$ cat config.mk
export PLATFORM = sky130hd
export DESIGN_NAME = gnn_mac_sequencer
export DESIGN_NICKNAME = d
export VERILOG_FILES = /design/src/rtl/gnn_mac_sequencer.sv
export SDC_FILE = /design/constraint.sdc
export NUM_CORES = 1
export LEC_CHECK = 0
export BUFFER_PORTS_ARGS = -buffer_cell sky130_fd_sc_hd__clkbuf_2
export CORE_UTILIZATION = 30
export CTS_CLUSTER_DIAMETER = 200
export DETAILED_ROUTE_END_ITERATION = 8
export HOLD_SLACK_MARGIN = 0.15
export PLACE_DENSITY = 0.48
export SLEW_MARGIN = 10
export SYNTH_ARGS = -nofsm -noshare
export SYNTH_HDL_FRONTEND = slang
export SYNTH_SLANG_ARGS = --single-unit
$ cat constraint.sdc
create_clock -name clk -period 2.4 [get_ports clk]
set_input_delay 0.6 -clock clk [delete_from_list [all_inputs] [get_ports clk]]
set_output_delay 0.6 -clock clk [all_outputs]
set_load 0.02 [all_outputs]
$ cat src/rtl/gnn_mac_sequencer.sv
// Control sequencer that schedules both GNN dense layers onto one shared MAC datapath.
// Optional GNN_SEQ_HOLD_EN adds a hold input that stalls the schedule mid-run.
module gnn_mac_sequencer #(
    parameter int NUM_NODES = 4,
    parameter int NUM_IN    = 4,
    parameter int NUM_HID   = 4,
    parameter int NUM_OUT   = 2
) (
    input  logic                         clk,
    input  logic                         rst,
`ifdef GNN_SEQ_HOLD_EN
    input  logic                         hold,
`endif
    input  logic                         in_ready,
    output logic                         busy,
    output logic                         layer,
    output logic [1:0]                   node_idx,
    output logic [1:0]                   neuron_idx,
    output logic [1:0]                   op_idx,
    output logic                         mac_en,
    output logic                         mac_clear,
    output logic                         hid_wr,
    output logic                         out_wr,
    output logic [NUM_NODES*NUM_OUT-1:0] out_ready,
    output logic                         done
);

    typedef enum logic [2:0] {
        IDLE,
        L1_MAC,
        L1_WB,
        L2_MAC,
        L2_WB,
        DONE
    } state_t;

    localparam int OW = $clog2(NUM_NODES * NUM_OUT);
    localparam logic [1:0] LAST_IN   = 2'(NUM_IN - 1);
    localparam logic [1:0] LAST_HID  = 2'(NUM_HID - 1);
    localparam logic [1:0] LAST_OUT  = 2'(NUM_OUT - 1);
    localparam logic [1:0] LAST_NODE = 2'(NUM_NODES - 1);

    state_t        state;
    state_t        nxt_state;
    logic [1:0]    nxt_node;
    logic [1:0]    nxt_neuron;
    logic [1:0]    nxt_op;
    logic          start_accept;
    logic          stall;
    logic          mac_en_q;
    logic          mac_clear_q;
    logic          hid_wr_q;
    logic          out_wr_q;
    logic [OW-1:0] out_sel;

`ifdef GNN_SEQ_HOLD_EN
    assign stall = hold & busy;
`else
    assign stall = 1'b0;
`endif

    // Strobes are masked in the same cycle hold is seen so the pending op is replayed later.
    assign mac_en    = mac_en_q & ~stall;
    assign mac_clear = mac_clear_q & ~stall;
    assign hid_wr    = hid_wr_q & ~stall;
    assign out_wr    = out_wr_q & ~stall;

    assign out_sel = OW'(node_idx) * OW'(NUM_OUT) + OW'(neuron_idx);

    always_comb begin
        nxt_state    = state;
        nxt_node     = node_idx;
        nxt_neuron   = neuron_idx;
        nxt_op       = op_idx;
        start_accept = 1'b0;
        case (state)
            IDLE: begin
                if (in_ready) begin
                    nxt_state    = L1_MAC;
                    nxt_node     = 2'd0;
                    nxt_neuron   = 2'd0;
                    nxt_op       = 2'd0;
                    start_accept = 1'b1;
                end
            end
            L1_MAC, L2_MAC: begin
                if (op_idx == ((state == L1_MAC) ? LAST_IN : LAST_HID)) begin
                    nxt_op    = 2'd0;
                    nxt_state = (state == L1_MAC) ? L1_WB : L2_WB;
                end else begin
                    nxt_op = op_idx + 2'd1;
                end
            end
            L1_WB, L2_WB: begin
                // Neuron-major inside a node; the last node of layer 1 hands over to layer 2.
                if (neuron_idx == ((state == L1_WB) ? LAST_HID : LAST_OUT)) begin
                    nxt_neuron = 2'd0;
                    if (node_idx == LAST_NODE) begin
                        nxt_node  = 2'd0;
                        nxt_state = (state == L1_WB) ? L2_MAC : DONE;
                    end else begin
                        nxt_node  = node_idx + 2'd1;
                        nxt_state = (state == L1_WB) ? L1_MAC : L2_MAC;
                    end
                end else begin
                    nxt_neuron = neuron_idx + 2'd1;
                    nxt_state  = (state == L1_WB) ? L1_MAC : L2_MAC;
                end
            end
            default: begin
                nxt_state = IDLE;
            end
        endcase
    end

    // Outputs are decoded from the next state so they line up with the state register.
    always_ff @(posedge clk) begin
        if (rst) begin
            state       <= IDLE;
            node_idx    <= 2'd0;
            neuron_idx  <= 2'd0;
            op_idx      <= 2'd0;
            busy        <= 1'b0;
            layer       <= 1'b0;
            mac_en_q    <= 1'b0;
            mac_clear_q <= 1'b0;
            hid_wr_q    <= 1'b0;
            out_wr_q    <= 1'b0;
            done        <= 1'b0;
            out_ready   <= '0;
        end else if (!stall) begin
            state       <= nxt_state;
            node_idx    <= nxt_node;
            neuron_idx  <= nxt_neuron;
            op_idx      <= nxt_op;
            busy        <= (nxt_state == L1_MAC) || (nxt_state == L1_WB) ||
                           (nxt_state == L2_MAC) || (nxt_state == L2_WB);
            layer       <= (nxt_state == L2_MAC) || (nxt_state == L2_WB);
            mac_en_q    <= (nxt_state == L1_MAC) || (nxt_state == L2_MAC);
            mac_clear_q <= ((nxt_state == L1_MAC) || (nxt_state == L2_MAC)) && (nxt_op == 2'd0);
            hid_wr_q    <= (nxt_state == L1_WB);
            out_wr_q    <= (nxt_state == L2_WB);
            done        <= (nxt_state == DONE);
            if (start_accept) begin
                out_ready <= '0;
            end else if (out_wr_q) begin
                out_ready[out_sel] <= 1'b1;
            end
        end
    end

endmodule

==> results.md <==
- Crit path kind: register to register
- Max transition margin: 70.2%
- Worst vdd ir: 0.000267 V
- Minimum clock period: 2.18 ns
- Max cap viols: 0
- CTS Hold Bufs: 0
- Most Crowded Layer GR: met2
- Initial antenna violation count: 0
- Fillers: 356
- WL final: 2270 um
- Post-Syn Area: 1080 sq um
- Die X: 62.1 um
- Met1 Use GR: 17.1%
- Min-Delay Path Class: register to register
- Cells along the critical path: nand2b_4, or2_2, ha_1, nor2b_1, nor3_1, a221oi_2, or3_1, a21oi_1
- Share of cells above drive strength 1: 27.9%
- Clk buf depth: 2
- Nets: 148
- Vias: 895
- Synth Area per Inst: 9.42 sq um
- Final Max Slew Viols: 0
- Setup WS pre-CTS: 0.237 ns
- Synth warnings: 0
- Ports: 24
- Non-filler cells, final: 186
- Top cell type's share of synthesized area: 44.3%
- RSZ-0062 raised after global routing: no
- DR iter-0 viols: 27
- Global route total overflow: 0
- First-pass GRT wire length: 3950 um
- Final Skew: 0.00284 ns
- Prevailing post-synth register cell: dfxtp_1
- GPL Wtd Cong: 0.777
- Max frequency: 458 MHz
- Slowest stage cell on the critical path: dfxtp_1
- CTS clk-pin slew, worst paths: 0.13 ns
- CP Data Required Time: 2.65 ns
- Drt wl/cell: 12.2 um
- Total power: 754 uW
- Core Box Area: 3390 sq um
- DRC violations left: 0
- Die H: 62.1 um
- Asr flop ratio synth: 0%
- Setup TNS: 0 ns
- Post-CTS Repair Setup Buffers: 0
- DR pass1 iterations: 4
- Total GRT Usage: 12.8%
- Crit path capture type: register
- # placed instances: 182
- I/O Buffers: 23
- CTS tree: yes
- Leakage power: 0.000539 uW
- Die Footprint: 3860 sq um
- Number of global-route vias before repair: 841
- PD cells: 582 nW/um^2
- Initial Util: 32.0%
- Clock Sinks: 24
- Hold Violations, Final: 0
- Post-synth EDFFs: 0
- Clk_lat worst skew: 0.31 ns
- Crit share post-route: 90.9%
- Final worst slack: 0.218 ns
- Dpl hpwl: 1660 um
- CP top delay family: simple AND/OR/NAND/NOR gates
- Rows: 21
- Final setup vio count: 0
- Vias/cell: 4.81
- # resized after CTS: 0
- Routing usage on met2: 19.9%
- Yosys reg bits: 24
- Cell variety after synth: 42
- Final ANT Viol Nets: 0
- Met3 Use GR: 2.76%
- Critical Path AT: 2.44 ns
- H-tree depth: 1
- Syn Nets: 122
- Status: completed
- Sequential area share after synthesis: 44.3%
- Largest net degree at the start of global routing: 17
- Actual transition at the worst max-transition pin: 0.446 ns
- CTS root buf: clkbuf_4
- CP max stage delay: 0.55 ns
- Area Growth Syn to Fin: 19.6%
- Crit path max fanout: 9
- Post-Synthesis Cells: 115
- CTS buffer count: 3
- Buffers plus inverters on the worst setup path: 0
- N_diodes: 0
- Worst setup SP type: register
- Reg area: 480 sq um
- Top post-synthesis cells by area: dfxtp_1 44%, nor2_1 7.6%, ha_1 4.6%
- Multi-input logic area: 568 sq um
- Cell taking the most area after synthesis: dfxtp_1
report_power, final:
| part | internal, uW | switching (uW) |
|---|---|---|
| combinational | 19.5 | 33.2 |
| clock | 169 | 123 |
| sequential | 406 | 3.34 |
| total | 594 | 160 |
routing by layer:
metal	wire [um]	share of wire (%)	vias to the layer above
met4	22	0.97	0
met3	69	3.0	2
li1	-	-	458
met2	1060	47	15
met5	0	0	-
met1	1120	49	420
worst min-delay path: stages, from the launching register on:
cell and delay [ns]:
dfxtp_1 0.35, a31oi_1 0.04, nor2_1 0.07
flip-flops by register name, summed over array words and instances, names as in the netlist:
signal and count:
out_ready 8, layer 1, done 1, op_idx 2, state 3, neuron_idx 2, busy 1, mac_clear 1
hid_wr 1, out_wr 1, mac_en 1, node_idx 2
metrics by stage:
step	instance area [sq um]	utilization (%)	hold slack, ns
after floorplan	1080	-	0.570
after global placement	1240	36.7	0.454
after detailed placement	1240	36.7	0.461
after CTS	1300	38.2	0.493
after global routing	1300	38.2	0.521
final	1300	38.2	0.488
synth_stat cells (all sizes together), types with 2 or more instances:
| cell type | count |
|---|---|
| or2 | 4 |
| clkbuf | 2 |
| ha | 4 |
| o21ai | 6 |
| xnor2 | 2 |
| nor2b | 3 |
| a21oi | 8 |
| nor2 | 23 |
| nand2 | 4 |
| nor3 | 2 |
| nand2b | 3 |
| a41oi | 2 |
| inv | 2 |
| a31oi | 4 |
| dfxtp | 24 |
placed cells by master, fill, tap and decap left out, types with 2 or more instances in the layout:
cell type  netlist  final
clkbuf_2         0     23
buf_4            0      2
nor2b_1          3      3
a41oi_1          2      2
nand2b_4         2      2
o21ai_0          5      5
nor3_1           2      2
or2_2            2      2
xnor2_1          2      2
inv_1            2      2
ha_1             4      4
nor2_1          22     22
clkbuf_4         0      3
nand2_1          4      4
a21oi_1          8      8
dfxtp_1         24     24
a31oi_1          4      4
cell families (layout without fill, tap and decap cells):
group | count (synthesis) | in the layout | share of synthesized area [%]
AND/OR/NAND/NOR | 49 | 49 | 25.6
multiplexers | 1 | 1 | 2.08
buffers and inverters | 6 | 31 | 3.23
flip-flops | 24 | 24 | 44.3
XOR/XNOR | 3 | 3 | 2.43
adder cells (fa/ha/maj) | 4 | 4 | 4.62
AO/OA/AOI/OAI | 28 | 28 | 17.7
final cells by class:
| class | count | area share, % |
|---|---|---|
| Timing Repair Buffer | 25 | 10.0 |
| Inverter | 2 | 0.579 |
| Tap cell | 46 | 4.44 |
| Clock buffer | 3 | 1.74 |
| Sequential cell | 24 | 37.1 |
| Clock inverter | 1 | 2.32 |
| Multi-Input combinational cell | 85 | 43.8 |
final timing paths:
check | from | to | slack, ns | depth (start not counted)
hold / removal | out_ready[5] | out_ready[5] | 0.49 | 2
setup / recovery | state[1] | layer | 0.22 | 8
hold reg to reg | out_ready[5] | out_ready[5] | 0.49 | 2
setup reg to reg | state[1] | layer | 0.22 | 8
No activity file was read; power rests on OpenSTA's default activity.
